File: src/rtl/btn_debounce_multi.sv
// N-channel push-button conditioner: 2-FF sync, shared-tick debounce, press/release pulses.
// Define BTN_DEBOUNCE_REPEAT_EN to build the per-channel auto-repeat FSMs.
module btn_debounce_multi #(
   parameter int N_BTN         = 4,
   parameter int CLK_HZ        = 100_000_000,
   parameter int TICK_HZ       = 100_000,
   parameter int STABLE_CNT    = 8,
   parameter int REPEAT_DELAY  = 50_000,
   parameter int REPEAT_PERIOD = 10_000
) (
   input  logic             clk,
   input  logic             reset,
   input  logic [N_BTN-1:0] i_btn,
   output logic [N_BTN-1:0] o_level,
   output logic [N_BTN-1:0] o_press,
   output logic [N_BTN-1:0] o_release,
   output logic [N_BTN-1:0] o_repeat
);

   localparam int DIV    = CLK_HZ / TICK_HZ;
   localparam int TICK_W = (DIV > 1) ? $clog2(DIV) : 1;
   localparam int CNT_W  = (STABLE_CNT > 1) ? $clog2(STABLE_CNT) : 1;
   localparam bit CFG_OK = (N_BTN >= 1) && (DIV >= 2) && (STABLE_CNT >= 1) &&
                           (REPEAT_DELAY >= 1) && (REPEAT_PERIOD >= 1);

   if (!CFG_OK) begin : g_cfg_check
      $error("btn_debounce_multi: illegal parameter combination");
   end

   logic [TICK_W-1:0] tick_cnt_q;
   logic [TICK_W-1:0] tick_cnt_d;
   logic              tick;

   always_comb begin
      tick       = (tick_cnt_q == TICK_W'(DIV - 1));
      tick_cnt_d = tick ? '0 : tick_cnt_q + TICK_W'(1);
   end

   always_ff @(posedge clk) begin
      if (reset) begin
         tick_cnt_q <= '0;
      end else begin
         tick_cnt_q <= tick_cnt_d;
      end
   end

   logic [N_BTN-1:0] sync1_q;
   logic [N_BTN-1:0] sync2_q;

   always_ff @(posedge clk) begin
      if (reset) begin
         sync1_q <= '0;
         sync2_q <= '0;
      end else begin
         sync1_q <= i_btn;
         sync2_q <= sync1_q;
      end
   end

   // Acceptance strobes, valid only on a tick; shared with the repeat FSMs.
   logic [N_BTN-1:0] accept_rise;
   logic [N_BTN-1:0] accept_fall;

   for (genvar gi = 0; gi < N_BTN; gi++) begin : g_chan
      logic [CNT_W-1:0] cnt_q;
      logic [CNT_W-1:0] cnt_d;
      logic             level_q;
      logic             level_d;
      logic             press_q;
      logic             release_q;
      logic             accept;

      always_comb begin
         cnt_d   = cnt_q;
         level_d = level_q;
         accept  = 1'b0;
         if (tick) begin
            if (sync2_q[gi] == level_q) begin
               cnt_d = '0;
            end else if (cnt_q == CNT_W'(STABLE_CNT - 1)) begin
               accept  = 1'b1;
               level_d = sync2_q[gi];
               cnt_d   = '0;
            end else begin
               cnt_d = cnt_q + CNT_W'(1);
            end
         end
      end

      assign accept_rise[gi] = accept &  sync2_q[gi];
      assign accept_fall[gi] = accept & ~sync2_q[gi];

      always_ff @(posedge clk) begin
         if (reset) begin
            cnt_q     <= '0;
            level_q   <= 1'b0;
            press_q   <= 1'b0;
            release_q <= 1'b0;
         end else begin
            cnt_q     <= cnt_d;
            level_q   <= level_d;
            press_q   <= accept_rise[gi];
            release_q <= accept_fall[gi];
         end
      end

      assign o_level[gi]   = level_q;
      assign o_press[gi]   = press_q;
      assign o_release[gi] = release_q;
   end

`ifdef BTN_DEBOUNCE_REPEAT_EN
   localparam int HOLD_MAX = (REPEAT_DELAY > REPEAT_PERIOD) ? REPEAT_DELAY : REPEAT_PERIOD;
   localparam int HOLD_W   = (HOLD_MAX > 1) ? $clog2(HOLD_MAX) : 1;

   typedef enum logic [1:0] {
      RPT_IDLE = 2'd0,
      RPT_HOLD = 2'd1,
      RPT_RUN  = 2'd2
   } rpt_state_e;

   for (genvar gi = 0; gi < N_BTN; gi++) begin : g_rpt
      rpt_state_e        state_q;
      logic [HOLD_W-1:0] hold_cnt_q;
      logic              repeat_q;

      // A release accepted on a tick wins over a repeat due on that same tick.
      always_ff @(posedge clk) begin
         if (reset) begin
            state_q    <= RPT_IDLE;
            hold_cnt_q <= '0;
            repeat_q   <= 1'b0;
         end else begin
            repeat_q <= 1'b0;
            case (state_q)
               RPT_IDLE: begin
                  if (accept_rise[gi]) begin
                     state_q    <= RPT_HOLD;
                     hold_cnt_q <= '0;
                  end
               end
               RPT_HOLD: begin
                  if (accept_fall[gi]) begin
                     state_q    <= RPT_IDLE;
                     hold_cnt_q <= '0;
                  end else if (tick) begin
                     if (hold_cnt_q == HOLD_W'(REPEAT_DELAY - 1)) begin
                        repeat_q   <= 1'b1;
                        hold_cnt_q <= '0;
                        state_q    <= RPT_RUN;
                     end else begin
                        hold_cnt_q <= hold_cnt_q + HOLD_W'(1);
                     end
                  end
               end
               RPT_RUN: begin
                  if (accept_fall[gi]) begin
                     state_q    <= RPT_IDLE;
                     hold_cnt_q <= '0;
                  end else if (tick) begin
                     if (hold_cnt_q == HOLD_W'(REPEAT_PERIOD - 1)) begin
                        repeat_q   <= 1'b1;
                        hold_cnt_q <= '0;
                     end else begin
                        hold_cnt_q <= hold_cnt_q + HOLD_W'(1);
                     end
                  end
               end
               default: begin
                  state_q    <= RPT_IDLE;
                  hold_cnt_q <= '0;
               end
            endcase
         end
      end

      assign o_repeat[gi] = repeat_q;
   end
`else
   assign o_repeat = '0;
`endif

endmodule
File: config.mk
export PLATFORM = sky130hd
export DESIGN_NAME = btn_debounce_multi
export DESIGN_NICKNAME = d
export VERILOG_FILES = /design/src/rtl/btn_debounce_multi.sv
export SDC_FILE = /design/constraint.sdc
export NUM_CORES = 1
export LEC_CHECK = 0
export ABC_AREA = 1
export CORE_UTILIZATION = 40
export CTS_CLUSTER_SIZE = 25
export DETAILED_ROUTE_END_ITERATION = 7
export GPL_TIMING_DRIVEN = 0
export PLACE_DENSITY = 0.59
export SKIP_CTS_REPAIR_TIMING = 1
export SLEW_MARGIN = 25
export SYNTH_ARGS = -nofsm -noshare
export SYNTH_HDL_FRONTEND = slang
export SYNTH_SLANG_ARGS = --single-unit
File: constraint.sdc
create_clock -name clk -period 2.58 [get_ports clk]
set_input_delay 0.258 -clock clk [delete_from_list [all_inputs] [get_ports clk]]
set_output_delay 0.258 -clock clk [all_outputs]
set_load 0.1 [all_outputs]
## After elaboration in Yosys (flattened, before gate mapping)

Cells that the tools add are included.

- Bits in registers: 42
- Input port bits: 6
- Output and inout port bits: 16
- Logic and storage cells: 74

- Add/sub/neg operators: 5
- Eq/ne operators: 9
- Mux-type cells: 20
- Bitwise gates (word level): 16
- Reduce and logical (&&, ||, !) cells: 5

Operator list:

| kind | count |
|---|---|
| $mux 3 | 8 |
| $add 3x1->3 const B | 4 |
| $eq 3x3->1 const B | 4 |
| $mux 1 | 12 |
| $reduce_and 3->1 | 4 |
| $add 10x1->10 const B | 1 |
| $eq 10x10->1 const B | 1 |
| $and 1x1->1 | 8 |
| $not 1->1 | 8 |
| $eq 1x1->1 | 4 |
| $reduce_or 2->1 | 1 |

## Depth between registers and ports, before layout

- Depth in word-level cells: 5
- Gate-level depth with buffers: 8
- Mapped depth without buffers: 8

## Worst setup path before layout

Ideal clock, no wire load.

- Path kind: reg-to-reg
- From: reg tick_cnt_q[0]
- To: reg g_chan[2].level_q
- Setup time: 0.114 ns
- Arrival time: 1.160 ns
- Required time: 2.466 ns
- Setup slack: 1.306 ns
- Stages on the path, launching flop included: 9
- Buffers on the path: 0
- Period minus slack after synthesis: 1.274 ns
- Cells stage by stage: dfxtp_1 -> ha_1 -> nand2_1 -> nor2_4 -> nand4_2 -> nor2_2 -> nand2_1 -> nand2_1 -> nand2_1

- Longest elaborated chain between the ends: 2

RTL lines:

| element | line | source |
|---|---|---|
| from (decl) | 30 | `logic [TICK_W-1:0] tick_cnt_q;` |
| from (signal assigned) | 43 | `tick_cnt_q <= tick_cnt_d;` |
| $eq 10x10->1 | 35 | `tick = (tick_cnt_q == TICK_W'(DIV - 1));` |
| $reduce_and 3->1 (no line) | - |  |
| to (signal assigned) | 101 | `level_q <= level_d;` |
| to (decl) | 67 | `logic level_q;` |

No other way between the ends.
A chain may end at the register's enable or synchronous reset.

## Worst setup path after layout

- From: reg g_chan[1].level_q
- To: out o_level[1]

RTL lines:

| element | line | source |
|---|---|---|
| from (decl) | 67 |  |
| from (signal assigned) | 101 |  |
| to (decl) | 14 | `output logic [N_BTN-1:0] o_level,` |

No word-level cell between the ends.

==> results_dict.tcl <==
set metrics [dict create \
    status "finished, violations left" \
    violations "DRC" \
    dieArea_sq_mm 0.00509 \
    rsz0062_at_grt "no" \
    grt-ovfl-total 0 \
    drc_errors 2 \
    skew_ns 0.00868 \
    path_max_fanout 3 \
    ys_seq_area_share_pct 43.7 \
    mostFrequentLayoutCells "dfxtp_1, nand2_1, nor2_1" \
    max_cap_violations 0 \
    diodes 0 \
    cp.required_ns 2.32 \
    fillers 454 \
    setup_violations 0 \
    core_sq_mm 0.00447 \
    cts_buffers 5 \
    crit_chain "buf_4, clkdlybuf4s50_1" \
    io_pins 22 \
    final_core_util_pct 50.3 \
    grt_pass1_vias 1215 \
    hold_viol_final 0 \
    avgSynthCellArea_sq_um 8.05 \
    start_kind "register" \
    busiest_layer "met2" \
    avgViaCountPerCell 4.48 \
    crit_type "register to primary output" \
    drtIter0Drc 50 \
    multi_input_area_sq_um 825 \
    drtAntennaViolNets 0 \
    drt-pass1-iter-count 6 \
    met1_usage_pct 19.0 \
    tightest_slew_ns 0.973 \
    finalCriticalPeriod_ns 2.18 \
    rows 24 \
    worstSetupEndpointType "primary output" \
    via_count 1424 \
    start_util_pct 43.0 \
    cts_buffer_depth 2 \
    die_x_um 71.3 \
    cp_slowest_cell "clkdlybuf4s50_1" \
    p_total_mw 1.15 \
    fin_nets 280 \
    arrival_ns 1.92 \
    ys_types 30 \
    power.leakage_nw 1.01 \
    use_met2_pct 20.4 \
    max-slew-margin-rel_pct 34.9 \
    wire_per_inst_um 9.65 \
    ys.flop_type "dfxtp_1" \
    area_growth_syn_to_layout_pct 17.0 \
    ys_seq_elements 42 \
    max_freq_ghz 0.460 \
    clk_pin_slew_ns 0.09 \
    final.setup.tns_ns 0 \
    grt_pass1_wl_mm 5.47 \
    ys_async_sr_fraction_pct 0 \
    dieHeight_um 71.3 \
    clock_latency_ns 0.29 \
    routabilityCongestion 0.780 \
    syn_inst 239 \
    hpwlAfterDp_mm 2.24 \
    regArea_sq_um 841 \
    drive_gt1_share_pct 16.9 \
    grt_use_met3_pct 3.80 \
    max-vdd-ir-drop_v 0.000284 \
    final_max_slew_viol_count 0 \
    whs_ns 0.338 \
    layout_commonest_cell "dfxtp_1" \
    clock_sinks 42 \
    pwr_density_cell_mw_per_mm2 513 \
    synth_edf_count 0 \
    min-delay-path-class "input port to register" \
    yosysWarnings 0 \
    wirelength_mm 3.07 \
    period_share_pct 84.3 \
    track_usage_pct 13.8 \
    path_delay_family "buffers and inverters" \
    critPathBufInv 2 \
    cts_tree "done" \
    max_stage_delay_ns 1.11 \
    clockRootBuffer "clkbuf_8" \
    grt_max_degree 15 \
    htree_levels 2 \
    io_buffers 16 \
    synth_area_sq_mm 0.00192 \
    antenna_found_initial 0 \
]
==> cell usage after synthesis, types with 2 or more instances <==
cell / n / area share [%]
nor3_1: 2 / 0.52
inv_2: 3 / 0.59
nor2_1: 32 / 6.2
o21ai_0: 2 / 0.52
dfxtp_1: 42 / 44
nand2_2: 2 / 0.65
nor2_4: 4 / 2.3
ha_1: 9 / 5.9
nor2_2: 5 / 1.6
nand4_1: 10 / 3.3
nor3b_1: 2 / 0.78
nand3_1: 26 / 6.8
inv_1: 27 / 5.3
a21oi_1: 3 / 0.78
buf_4: 16 / 6.2
clkbuf_1: 3 / 0.59
xnor2_1: 2 / 0.91
xor2_1: 4 / 1.8
nand2_1: 34 / 6.6
==> registers in the layout, indices dropped and copies added, names as in the netlist <==
register / count
g_chan.cnt_q: 12
g_chan.press_q: 4
tick_cnt_q: 10
g_chan.level_q: 4
sync2_q: 4
g_chan.release_q: 4
sync1_q: 4
==> layout make-up <==
class | count | area share [%]
well taps | 52 | 2.89
inverters | 31 | 5.17
multi-input cells | 147 | 36.7
clock inverters | 3 | 0.945
clock buffers | 5 | 3.06
plain buffers | 22 | 6.79
repair buffers | 16 | 7.12
flip-flops and latches | 42 | 37.4
==> power by group <==
part           total [mW]  internal, mW  leakage [nW]  switching [mW]
registers           0.664         0.657         0.341         0.00688
clock network       0.419         0.190        0.0441           0.228
logic              0.0712        0.0196         0.628          0.0516
==> path summary, 6_finish.rpt <==
kind / start / end / slack, ns / depth (start not counted)
worst max register to register: tick_cnt_q[0] / g_chan[2].level_q / 1.14 / 8
worst min-delay path: reset / g_chan[2].cnt_q[0] / 0.34 / 4
worst min register to register: sync1_q[3] / sync2_q[3] / 0.40 / 2
worst max-delay path: g_chan[1].level_q / o_level[1] / 0.40 / 2
==> cells by family (layout without fill, tap and decap cells) <==
logic type,count (synthesis),in the layout,share of synthesized area (%)
flip-flops,42,42,43.7
adder cells (fa/ha/maj),9,9,5.86
AND/OR/NAND/NOR,122,122,31.8
AO/OA/AOI/OAI,6,6,1.69
XOR/XNOR,6,6,2.73
other,1,4,0.195
buffers and inverters,53,77,14.0
==> metrics by stage <==
step,area [sq um],setup WS (ns),instances
after floorplan,1930,1.31,242
after global placement,2160,0.722,310
after detailed placement,2160,0.715,310
after CTS,2250,0.392,318
after global routing,2250,0.352,318
final,2250,0.404,318
==> worst reg2reg max path: cells and delay by family (launching register included) <==
| family | cells | cell delay (ns) |
|---|---|---|
| fa+ha+maj | 1 | 0.22 |
| flops | 1 | 0.35 |
| simple gates | 7 | 0.78 |
==> per-layer routing <==
layer / share of wire, % / wire length [um]
met5: 0 / 0
met4: 1.2 / 38
met3: 3.5 / 108
met2: 42 / 1280
met1: 54 / 1640
Note: power is estimated with default switching activity, not from simulation.
